--- src/rtl/lmn_shift_pkg.sv ---
// Shared types for the lmn_shift_seq serialiser: burst sequencer states and per-lane shift modes.
package lmn_shift_pkg;

    typedef enum logic [1:0] {
        IDLE  = 2'd0,
        SHIFT = 2'd1,
        DONE  = 2'd2
    } state_t;

    // Mode encoding matches the 74194 S1:S0 pins so idle 's' drives lanes unchanged.
    localparam logic [1:0] S_HOLD  = 2'b00;
    localparam logic [1:0] S_RIGHT = 2'b01;
    localparam logic [1:0] S_LEFT  = 2'b10;
    localparam logic [1:0] S_LOAD  = 2'b11;

endpackage

--- src/rtl/lmn_usr_lane.sv ---
// One N-bit universal shift lane (74194 style) with optional rotate and synchronous clear.
module lmn_usr_lane
    import lmn_shift_pkg::*;
#(
    parameter int N = 8
) (
    input  logic         i_clk,
    input  logic         i_rst_n,
    input  logic         i_en,
    input  logic         i_sclr,
    input  logic [1:0]   i_mode,
    input  logic         i_rot,
    input  logic         i_r,
    input  logic         i_l,
    input  logic [N-1:0] i_d,
    output logic [N-1:0] o_q
);

    logic [N-1:0] r_q;
    logic         w_feed_r;
    logic         w_feed_l;

    // Rotate recirculates the bit falling off the far end instead of the serial pin.
    assign w_feed_r = i_rot ? r_q[N-1] : i_r;
    assign w_feed_l = i_rot ? r_q[0]   : i_l;

    always_ff @(posedge i_clk or negedge i_rst_n) begin
        if (!i_rst_n) begin
            r_q <= '0;
        end else if (i_sclr) begin
            r_q <= '0;
        end else if (i_en) begin
            case (i_mode)
                S_RIGHT: r_q <= {r_q[N-2:0], w_feed_r};
                S_LEFT:  r_q <= {w_feed_l, r_q[N-1:1]};
                S_LOAD:  r_q <= i_d;
                default: r_q <= r_q;
            endcase
        end
    end

    assign o_q = r_q;

endmodule

--- src/rtl/lmn_shift_seq.sv ---
// C-lane universal shift register bank with a burst sequencer that loads all lanes
// and auto-shifts them a programmed number of enabled steps, then pulses done.
module lmn_shift_seq
    import lmn_shift_pkg::*;
#(
    parameter int N  = 8,
    parameter int C  = 4,
    parameter int CW = 4
) (
    input  logic           mclk,
    input  logic           clr_n,
    input  logic           cen,
    input  logic           sclr,
    input  logic [1:0]     s,
    input  logic           rot,
    input  logic [C*N-1:0] d,
    input  logic [C-1:0]   r,
    input  logic [C-1:0]   l,
    input  logic           start,
    input  logic [CW-1:0]  cnt,
    input  logic           dir,
    output logic [C*N-1:0] q,
    output logic [C-1:0]   so_msb,
    output logic [C-1:0]   so_lsb,
    output logic           busy,
    output logic           done
);

    state_t        r_state;
    logic [CW-1:0] r_cnt;
    logic          r_dir;
    logic          r_rot;
    logic          r_busy;
    logic          r_done;

    logic [1:0]    w_lane_mode;
    logic          w_lane_rot;

    // Lanes only act in IDLE (user mode, start forcing a load) or SHIFT (latched burst controls).
    always_comb begin
        w_lane_mode = S_HOLD;
        w_lane_rot  = 1'b0;
        case (r_state)
            IDLE: begin
                w_lane_mode = start ? S_LOAD : s;
                w_lane_rot  = rot;
            end
            SHIFT: begin
                w_lane_mode = r_dir ? S_LEFT : S_RIGHT;
                w_lane_rot  = r_rot;
            end
            default: begin
                w_lane_mode = S_HOLD;
                w_lane_rot  = 1'b0;
            end
        endcase
    end

    // Burst sequencer; DONE always falls back to IDLE on the next clock regardless of cen.
    always_ff @(posedge mclk or negedge clr_n) begin
        if (!clr_n) begin
            r_state <= IDLE;
            r_cnt   <= '0;
            r_dir   <= 1'b0;
            r_rot   <= 1'b0;
            r_busy  <= 1'b0;
            r_done  <= 1'b0;
        end else if (sclr) begin
            r_state <= IDLE;
            r_cnt   <= '0;
            r_busy  <= 1'b0;
            r_done  <= 1'b0;
        end else begin
            case (r_state)
                IDLE: begin
                    r_done <= 1'b0;
                    if (cen && start) begin
                        r_dir <= dir;
                        r_rot <= rot;
                        r_cnt <= cnt;
                        if (cnt == '0) begin
                            r_state <= DONE;
                            r_done  <= 1'b1;
                        end else begin
                            r_state <= SHIFT;
                            r_busy  <= 1'b1;
                        end
                    end
                end
                SHIFT: begin
                    if (cen) begin
                        r_cnt <= r_cnt - CW'(1);
                        if (r_cnt == CW'(1)) begin
                            r_state <= DONE;
                            r_busy  <= 1'b0;
                            r_done  <= 1'b1;
                        end
                    end
                end
                DONE: begin
                    r_state <= IDLE;
                    r_done  <= 1'b0;
                end
                default: begin
                    r_state <= IDLE;
                    r_busy  <= 1'b0;
                    r_done  <= 1'b0;
                end
            endcase
        end
    end

    for (genvar gi = 0; gi < C; gi++) begin : g_lane
        logic [N-1:0] w_q;

        lmn_usr_lane #(.N(N)) u_lane (
            .i_clk   (mclk),
            .i_rst_n (clr_n),
            .i_en    (cen),
            .i_sclr  (sclr),
            .i_mode  (w_lane_mode),
            .i_rot   (w_lane_rot),
            .i_r     (r[gi]),
            .i_l     (l[gi]),
            .i_d     (d[gi*N +: N]),
            .o_q     (w_q)
        );

        assign q[gi*N +: N] = w_q;
        assign so_msb[gi]   = w_q[N-1];
        assign so_lsb[gi]   = w_q[0];
    end

    assign busy = r_busy;
    assign done = r_done;

endmodule
--- config.mk ---
export PLATFORM = sky130hd
export DESIGN_NAME = lmn_shift_seq
export DESIGN_NICKNAME = d
export VERILOG_FILES = /design/src/rtl/lmn_shift_pkg.sv /design/src/rtl/lmn_usr_lane.sv /design/src/rtl/lmn_shift_seq.sv
export SDC_FILE = /design/constraint.sdc
export NUM_CORES = 1
export LEC_CHECK = 0
export CAP_MARGIN = 10
export CORE_UTILIZATION = 44
export DETAILED_ROUTE_END_ITERATION = 8
export PLACE_DENSITY_LB_ADDON = 0.15
export SETUP_SLACK_MARGIN = 0.1
export SLEW_MARGIN = 20
export SYNTH_ARGS = -nofsm -noshare
export SYNTH_HDL_FRONTEND = slang
export SYNTH_SLANG_ARGS = --single-unit
--- constraint.sdc ---
create_clock -name mclk -period 2.7 [get_ports mclk]
set_input_delay 0.54 -clock mclk [delete_from_list [all_inputs] [get_ports mclk]]
set_output_delay 0.54 -clock mclk [all_outputs]
set_load 0.05 [all_outputs]
==> reports/results.txt <==
Int Power: 1.44 mW
Min Clock Period, post-route: 2.36 ns
Crit path DAT: 2.57 ns
Num CTS Buffers: 5
GPL Wtd Cong: 0.850
Clock Pin Slew Worst Setup and Hold Paths: 0.08 ns
Max Cap Viol: 0
DR iter-0 viols: 148
# diodes: 0
Sequential fraction of the synthesis area: 42.8%
Reg-to-Reg Start: r_state[0]
Worst-Skew Late Latency: 0.29 ns
Number of hold buffers added after cts: 0
Area growth, synth to finish: 46.4%
CTS root buf: clkbuf_8
Total number of vias: 2462
Crit share post-route: 87.5%
Highest routed layer: met4
Combinational power share: 45.6%
Sw Share: 39.8%
Die area: 5880 µm²
CP Launch Type: primary input
Power Density: 665 nW/µm²
CTS Sinks: 42
Met2 WL: 3.10 mm
Max clock buf depth: 2
IO Count: 95
Cells after Synth: 272
Critical path class: in2reg
Largest net degree at the start of global routing: 37
Seq pwr share: 33.8%
Setup TNS: 0 ns
Max Freq: 0.423 GHz
Synth Register Bits: 42
Dominant cell type by area after synthesis: dfrtp_1
Switching power: 0.949 mW
Routed length on met3: 430 µm
Die Y: 76.7 µm
Fin. Hold Viols: 0
Wl on met1: 3.07 mm
Post CTS Setup Buffer Count: 0
Total track usage: 23.3%
Yosys top cell area share: 42.8%
Antenna violations before repair: 0
TritonCTS clock tree: built
Residual DRC count: 0
Yosys Warn Count: 0
Post-DP HPWL: 4.70 mm
Routed len/inst: 15.5 µm
Worst Setup SP: start
Netlist cell types: 38
Worst relative slew slack: 65.8%
Initial Utilization: 46.8%
# port buffers: 94
Clock Power Share: 20.6%
RSZ-0062 raised after global routing: no
Floorplan core area: 5240 µm²
Leak: 1.46 nW
Setup violators final: 0
Final Power: 2.39 mW
Routed vias/inst: 5.74
Syn Area/Cell: 9.02 µm²
Worst Clk Skew: 0.00690 ns
Post_cts resized: 0
Vias in the first global route: 2256
Syn nets: 329
Global-route wire length before repair: 11.0 mm
Grt ovf: 0
Post-Syn Area: 2450 µm²
DRT Wirelength: 6.66 mm
Design area: 3590 µm²
Status: completed
Crit path required time: 2.91 ns
Slew Viols, Final: 0
CTS H-Tree Depth: 2
Min-delay worst type: in2async
Placement-stage cell area: 3480 µm²
Crit path capture type: flip-flop
Synth top area cells: dfrtp_1 (43%), a22o_1 (8.6%), a21oi_1 (7.1%), o21ai_0 (5.3%), nand2_1 (4.4%)
Worst vdd ir: 0.411 mV
Worst slew pin tran: 0.509 ns
Chip width: 76.7 µm
Layout cells sized above 1: 8.91%
Routed Antenna Nets: 0
FP Rows: 26
TritonRoute pass-1 iters: 4
Final net count: 415
CP max FO: 23
-- synthesized netlist by cell type --
master      n
clkbuf_1   17
o31ai_1     1
inv_1       3
a2bb2oi_1   4
mux2i_1     1
nor2_2      1
nand3_1     4
mux2_4      2
a22oi_1     5
a31o_2      2
nor3_1      4
nor2b_1     3
and3b_1     1
o22ai_1     1
nor4_1      1
nor3b_1     5
a211o_1     1
nor2_1     16
a21oi_1    35
mux2_2      4
a21o_1      1
buf_4       8
o211ai_1    4
buf_1       1
a211oi_1    1
nand2_1    29
and4b_1     1
dfrtp_1    42
o21ai_1     2
a221o_1     4
o21ai_0    26
nand3b_1    4
ha_1        4
nand2b_1    5
nor4bb_1    2
a22o_1     24
buf_2       1
buf_6       2
-- placed cells by master, fill, tap and decap left out, types with 2 or more instances in the layout --
master	instances
dfrtp_1	42
a21oi_1	34
nand2b_1	5
nor2b_1	3
a22oi_1	5
nand3b_1	4
nor2_1	16
nor4bb_1	2
a31o_2	2
buf_4	10
ha_1	4
o21ai_1	2
nand3_1	4
nor3_1	4
clkdlybuf4s50_1	93
clkbuf_8	5
a2bb2oi_1	4
a221o_1	4
nand2_1	29
o21ai_0	26
buf_12	4
nor3b_1	5
o211ai_1	4
mux2_4	2
inv_1	3
mux2_2	4
a22o_1	24
-- metrics by stage --
step                instances  setup WS (ns)  utilization (%)  hold slack [ns]
floorplan                 272          0.434                -            0.244
global placement          421          0.113             66.5            0.491
detailed placement        421         0.0309             66.5            0.498
CTS                       429          0.329             68.6            0.213
global route              429          0.158             68.6            0.236
finish                    429          0.338             68.6            0.205
-- layout make-up --
type	instances	area [µm²]
clock buffers	6	72.6
clock inverters	2	37.5
fillers	414	1650
inverters	3	11.3
multi-input cells	198	1240
flip-flops and latches	42	1050
well taps	70	87.6
repair buffers	108	1090
-- worst max-delay path, cell delays in order --
cell             delay [ns]
clkdlybuf4s50_1        0.51
nor3_1                 0.07
a211o_1                0.30
inv_1                  0.06
ha_1                   0.23
nand2b_1               0.19
nand3b_1               0.14
buf_12                 0.19
buf_4                  0.15
o21ai_0                0.18
-- final timing paths --
check                           slack, ns  cells past startpoint                 endpoint
worst min-delay path                 0.21                      1  g_lane[2].u_lane.o_q[0]
worst max-delay path                 0.34                     10  g_lane[0].u_lane.o_q[3]
min in group mclk                    0.51                      2                     busy
max in group asynchronous            1.84                      2  g_lane[3].u_lane.o_q[0]
worst max register to register       0.41                      9  g_lane[0].u_lane.o_q[3]
worst min register to register       0.51                      2                     busy
-- state kept, by name, summed over array words and instances (netlist names) --
signal / cells
g_lane.u_lane.o_q: 32
r_dir: 1
r_state: 2
r_cnt: 4
busy: 1
done: 1
r_rot: 1
-- cells by family (layout without fill, tap and decap cells) --
kind of cell,Yosys count,count (layout),share of synthesized area [%]
AND/OR/NAND/NOR,76,76,15.4
adder cells (fa/ha/maj),4,4,2.04
multiplexers,7,7,3.47
AO/OA/AOI/OAI,111,111,29.5
buffers and inverters,32,119,6.78
flip-flops,42,42,42.8
-- metal layers --
layer / vias to the layer above / GRT usage, %
met5: - / 0
met4: 0 / 6.15
met3: 6 / 3.45
met2: 99 / 35.7
met1: 1189 / 34.4
li1: 1168 / -
-- power groups by stage --
stage	Clock (mW)	Sequential (mW)	Combinational [mW]
after floorplan	0	1.00	0.511
after global placement	0	0.814	1.08
after detailed placement	0	0.815	1.09
after CTS	0.499	0.803	1.09
after global routing	0.525	0.822	1.17
final	0.492	0.806	1.09
Power figures use the tool's default switching activity.
